File: config.mk
export PLATFORM = sky130hd
export DESIGN_NAME = prog_loader
export DESIGN_NICKNAME = d
export VERILOG_FILES = /design/src/rtl/prog_loader.sv
export SDC_FILE = /design/constraint.sdc
export NUM_CORES = 1
export LEC_CHECK = 0
export BUFFER_PORTS_ARGS = -buffer_cell sky130_fd_sc_hd__buf_2
export CAP_MARGIN = 20
export CORE_MARGIN = 5
export CORE_UTILIZATION = 58
export DETAILED_ROUTE_END_ITERATION = 10
export PLACE_DENSITY_LB_ADDON = 0.1
export SLEW_MARGIN = 20
export SYNTH_ARGS = -nofsm -noshare
export SYNTH_HDL_FRONTEND = slang
export SYNTH_SLANG_ARGS = --single-unit
File: constraint.sdc
create_clock -name i_clk -period 3.06 [get_ports i_clk]
set_input_delay 0.612 -clock i_clk [delete_from_list [all_inputs] [get_ports i_clk]]
set_output_delay 0.612 -clock i_clk [all_outputs]
set_load 0.05 [all_outputs]
File: src/rtl/prog_loader.sv
// =============================================================================
// Module   : prog_loader
// Purpose  : Byte-stream program loader; writes 16-bit words into CPU instruction
//            memory and holds the CPU in reset while a frame is loading.
// Options  : PROG_LOADER_CHECKSUM_EN adds a trailing mod-256 checksum byte.
// Revision : 1.0 - initial release
// =============================================================================
`default_nettype none

module prog_loader #(
  parameter int          ADDR_W   = 8,
  parameter logic [7:0]  HDR_BYTE = 8'hA5
) (
  input  logic              i_clk,
  input  logic              i_rst_n,
  input  logic [7:0]        i_byte,
  input  logic              i_valid,
  output logic              o_ready,
  output logic [15:0]       o_instr,
  output logic              o_we,
  output logic [ADDR_W-1:0] o_addr,
  output logic              o_cpu_rst,
  output logic              o_busy,
  output logic              o_done,
  output logic              o_err
);

  typedef enum logic [2:0] {
    S_IDLE  = 3'd0,
    S_CNT   = 3'd1,
    S_HI    = 3'd2,
    S_LO    = 3'd3,
    S_WRITE = 3'd4,
    S_DONE  = 3'd5,
    S_ERR   = 3'd6,
    S_CHK   = 3'd7
  } state_t;

  state_t              r_state;
  state_t              w_next;
  logic [15:0]         r_instr;
  logic [ADDR_W-1:0]   r_addr;
  logic [8:0]          r_cnt;
  logic                r_busy;
  logic                r_done;
  logic                r_cpu_rst;
  logic                w_acc;
  logic                w_hdr;
  logic                w_last;

  assign w_acc  = i_valid && o_ready;
  assign w_hdr  = w_acc && (i_byte == HDR_BYTE);
  assign w_last = (r_cnt == 9'd1);

`ifdef PROG_LOADER_CHECKSUM_EN
  logic [7:0] r_sum;
  logic       r_err;
  logic       w_sum_ok;
  assign w_sum_ok = (i_byte == r_sum);
  assign o_err    = r_err;
`else
  assign o_err    = 1'b0;
`endif

  always_comb begin
    w_next  = r_state;
    o_ready = (r_state != S_WRITE);
    o_we    = (r_state == S_WRITE);
    case (r_state)
      S_IDLE, S_DONE, S_ERR: if (w_hdr) w_next = S_CNT;
      S_CNT:   if (w_acc) w_next = S_HI;
      S_HI:    if (w_acc) w_next = S_LO;
      S_LO:    if (w_acc) w_next = S_WRITE;
      S_WRITE: begin
`ifdef PROG_LOADER_CHECKSUM_EN
        w_next = w_last ? S_CHK : S_HI;
`else
        w_next = w_last ? S_DONE : S_HI;
`endif
      end
`ifdef PROG_LOADER_CHECKSUM_EN
      S_CHK:   if (w_acc) w_next = w_sum_ok ? S_DONE : S_ERR;
`endif
      default: w_next = S_IDLE;
    endcase
  end

  always_ff @(posedge i_clk or negedge i_rst_n) begin
    if (!i_rst_n) begin
      r_state   <= S_IDLE;
      r_instr   <= 16'h0000;
      r_addr    <= '0;
      r_cnt     <= 9'd0;
      r_busy    <= 1'b0;
      r_done    <= 1'b0;
      r_cpu_rst <= 1'b1;
`ifdef PROG_LOADER_CHECKSUM_EN
      r_sum     <= 8'h00;
      r_err     <= 1'b0;
`endif
    end else begin
      r_state <= w_next;
      case (r_state)
        S_IDLE, S_DONE, S_ERR: begin
          if (w_hdr) begin
            r_busy    <= 1'b1;
            r_cpu_rst <= 1'b1;
            r_done    <= 1'b0;
            r_addr    <= '0;
`ifdef PROG_LOADER_CHECKSUM_EN
            r_sum     <= 8'h00;
            r_err     <= 1'b0;
`endif
          end
        end
        // A count byte of zero encodes a full 256-word frame.
        S_CNT: if (w_acc) r_cnt <= (i_byte == 8'h00) ? 9'd256 : {1'b0, i_byte};
        S_HI: begin
          if (w_acc) begin
            r_instr[15:8] <= i_byte;
`ifdef PROG_LOADER_CHECKSUM_EN
            r_sum         <= r_sum + i_byte;
`endif
          end
        end
        S_LO: begin
          if (w_acc) begin
            r_instr[7:0] <= i_byte;
`ifdef PROG_LOADER_CHECKSUM_EN
            r_sum        <= r_sum + i_byte;
`endif
          end
        end
        S_WRITE: begin
          r_addr <= r_addr + ADDR_W'(1);
          r_cnt  <= r_cnt - 9'd1;
`ifndef PROG_LOADER_CHECKSUM_EN
          if (w_last) begin
            r_busy    <= 1'b0;
            r_done    <= 1'b1;
            r_cpu_rst <= 1'b0;
          end
`endif
        end
`ifdef PROG_LOADER_CHECKSUM_EN
        // A bad checksum leaves the CPU held in reset.
        S_CHK: begin
          if (w_acc) begin
            r_busy <= 1'b0;
            if (w_sum_ok) begin
              r_done    <= 1'b1;
              r_cpu_rst <= 1'b0;
            end else begin
              r_err     <= 1'b1;
            end
          end
        end
`endif
        default: ;
      endcase
    end
  end

  assign o_instr   = r_instr;
  assign o_addr    = r_addr;
  assign o_busy    = r_busy;
  assign o_done    = r_done;
  assign o_cpu_rst = r_cpu_rst;

endmodule

`default_nettype wire

==> results.ini <==
[logic_synthesis]
yosysSeqAreaShare_pct = 49.7
yosys_warnings = 0
yosysTopAreaCell = dfrtp_1
synth_ff_type = dfrtp_1
synthCells = 190
synthTopCellsByCount = 38 x dfrtp_1, 17 x nand2_1, 16 x mux2_2, 11 x nor2_1, 11 x o21ai_0
syn-cell-area_um2 = 1970
avgSynthCellArea_um2 = 10.4
yosys-top-cells-area = dfrtp_1 48%, mux2_2 9.2%, nand2_1 3.2%, o21ai_0 2.8%, a21oi_1 2.5%
synthMostInstantiatedCell = dfrtp_1
synth.distinct_cells = 45
synth_fp_nets = 204
yosysTopAreaCellShare_pct = 48.3
synthArstFlopShare_pct = 100
synth_edf_count = 0
ys_ff_latch = 39

[placed_design]
port_buffers = 39
place.gp.congestion = 0.884
dp_hpwl_um = 3160

[detailed_routing]
drtIter0Drc = 181
antenna_left = 0
post_drt_wl_per_cell_um = 15.8
via_count = 1634
wl_um = 4330
via_per_inst = 5.94
firstDrtPassIters = 5
drc = 0

[sta]
setup_tns_ns = 0
fin_worst_skew_ns = 0.0140
fmax_ghz = 0.384
setup_viol = 0
fin_crit_sh_pct = 85.1
slew_violations = 0
hold_violations = 0
tightest_slew_ns = 0.836
min_period_ns = 2.60
holdWs_ns = 0.350
rsz0062_at_grt = no
slew_headroom_pct = 44.2

[min_path]
hold_path_class = input pin to async pin

[die]
die_y_um = 68.3
initial_core_util_pct = 59.4
ioPinCount = 41
fp-row-count = 21
die_width_um = 68.3
core_area_um2 = 3310
die-area_um2 = 4660

[critical_path]
cp_data_arrival_time_ns = 1.99
cp-start-kind = flip-flop
crit_fanout = 20
cp_slowest_cell = dfrtp_1
slowest_delay_ns = 0.58
crit_path_end_kind = output port
worstPathCellList = or3b_1 -> buf_4 -> inv_2 -> buf_2
worstPathRequired_ns = 2.45
worstSetupPathType = flip-flop to output port

[cts]
clockBufferDepth = 2
ctsHoldBuffers = 0
path_clk_slew_ns = 0.12
htreeDepth = 2
cts_tree = done
cts_buffers = 5
post_cts_buffers = 0
cts_sinks = 39
ctsResizeCount = 0
cts_root_buf = clkbuf_4
clk_latency_ns = 0.35

[power]
sw_frac_of_total_pct = 49.9
switching_power_uw = 1240
p_leak_uw = 0.00105
ir_drop_mv = 0.604
p_per_area_nw_per_um2 = 1100
power.internal_uw = 1240
p_comb_share_pct = 50.0
seq_power_share_pct = 37.7
power_frac_clock_pct = 12.3

[global_route]
grt_pass1_wl_um = 7140
grt_overflow = 0
grt_max_degree = 40
antenna_found_initial = 0
grt_pass1_vias = 1537
grt.total_usage_pct = 20.8

[finish]
finalNetCount = 242
area_growth_pct = 14.7
drive_gt1_share_pct = 31.9
diodes = 0

[run]
max-cap-violations = 0

[run_status]
status = complete, no violations

## registers in the layout, indices dropped and copies added (netlist names)
register,cells
r_state,3
o_instr,16
o_done,1
o_busy,1
o_cpu_rst,1
o_addr,8
r_cnt,9
## metal layers
layer	routed length [um]	GRT usage, %	share of wire, %
met5	0	0	0
met4	47	6.45	1.1
met3	273	6.73	6.3
met2	2160	31.6	50
met1	1860	28.2	43
## cell usage in the layout, fill, tap and decap left out, drive strengths merged, types with 2 or more instances in the layout
master,Yosys,routed
mux2,16,16
a21oi,10,10
nor4,4,4
a31oi,2,2
a21o,2,2
nor2b,3,3
and2,2,2
nand3,12,12
a22oi,2,2
clkbuf,1,7
o211ai,6,6
nand4,3,3
nand2,17,17
inv,6,6
a211oi,2,2
ha,3,3
buf,9,41
o311ai,2,2
or3,5,5
nor2,11,11
o21ai,11,11
nor3,4,4
dfrtp,38,38
and3,3,3
## layout make-up
| class | count | area, um^2 |
|---|---|---|
| Inverter | 6 | 22.5 |
| Fill cell | 293 | 1050 |
| Clock inverter | 1 | 7.51 |
| Multi-Input combinational cell | 135 | 917 |
| Tap cell | 46 | 57.6 |
| Sequential cell | 39 | 977 |
| Clock buffer | 7 | 65.1 |
| Timing Repair Buffer | 41 | 210 |
## power groups by stage
| stage | sequential, uW | clock (uW) | combinational [uW] |
|---|---|---|---|
| 4_1_cts | 934 | 311 | 1250 |
| 6_report | 936 | 306 | 1240 |
| 3_5_place_dp | 944 | 0 | 1250 |
| 5_1_grt | 973 | 339 | 1330 |
| 3_3_place_gp | 920 | 0 | 1220 |
| 2_1_floorplan | 1350 | 0 | 546 |
## critical path, delay by kind of cell (launching register included)
kind | cells | cell delay, ns
simple gates | 1 | 0.38
buf+inv | 3 | 0.69
flops | 1 | 0.58
## stage by stage
stage | instance area (um^2) | cells | setup WS, ns | power [uW] | utilization, %
after floorplan | 1970 | 190 | 1.25 | 1890 | -
after global placement | 2180 | 267 | 0.894 | 2140 | 66.0
after detailed placement | 2180 | 267 | 0.840 | 2190 | 66.0
after CTS | 2260 | 275 | 0.451 | 2500 | 68.2
after global routing | 2260 | 275 | 0.342 | 2650 | 68.2
final | 2260 | 275 | 0.455 | 2480 | 68.2
## worst paths after layout
path	start	endpoint	cells after the start	slack [ns]
setup / recovery	r_state[2]	o_we	4	0.46
hold / removal	i_rst_n	o_instr[14]	1	0.35
setup reg to reg	r_state[2]	r_cnt[4]	6	1.02
hold reg to reg	o_addr[7]	o_addr[7]	1	0.49
max in group asynchronous	i_rst_n	o_addr[3]	1	2.18
min in group i_clk	o_addr[7]	o_addr[7]	1	0.49
## logic make-up after synthesis
logic type	after synthesis	synth area share, %
flops	39	49.7
compound gates	42	13.7
buf+inv	16	4.07
other cells	1	0.191
simple gates	71	20.3
mux	17	9.66
fa+ha+maj	3	1.91
xor+xnor	1	0.445
Note: power is estimated with default switching activity, not from simulation.
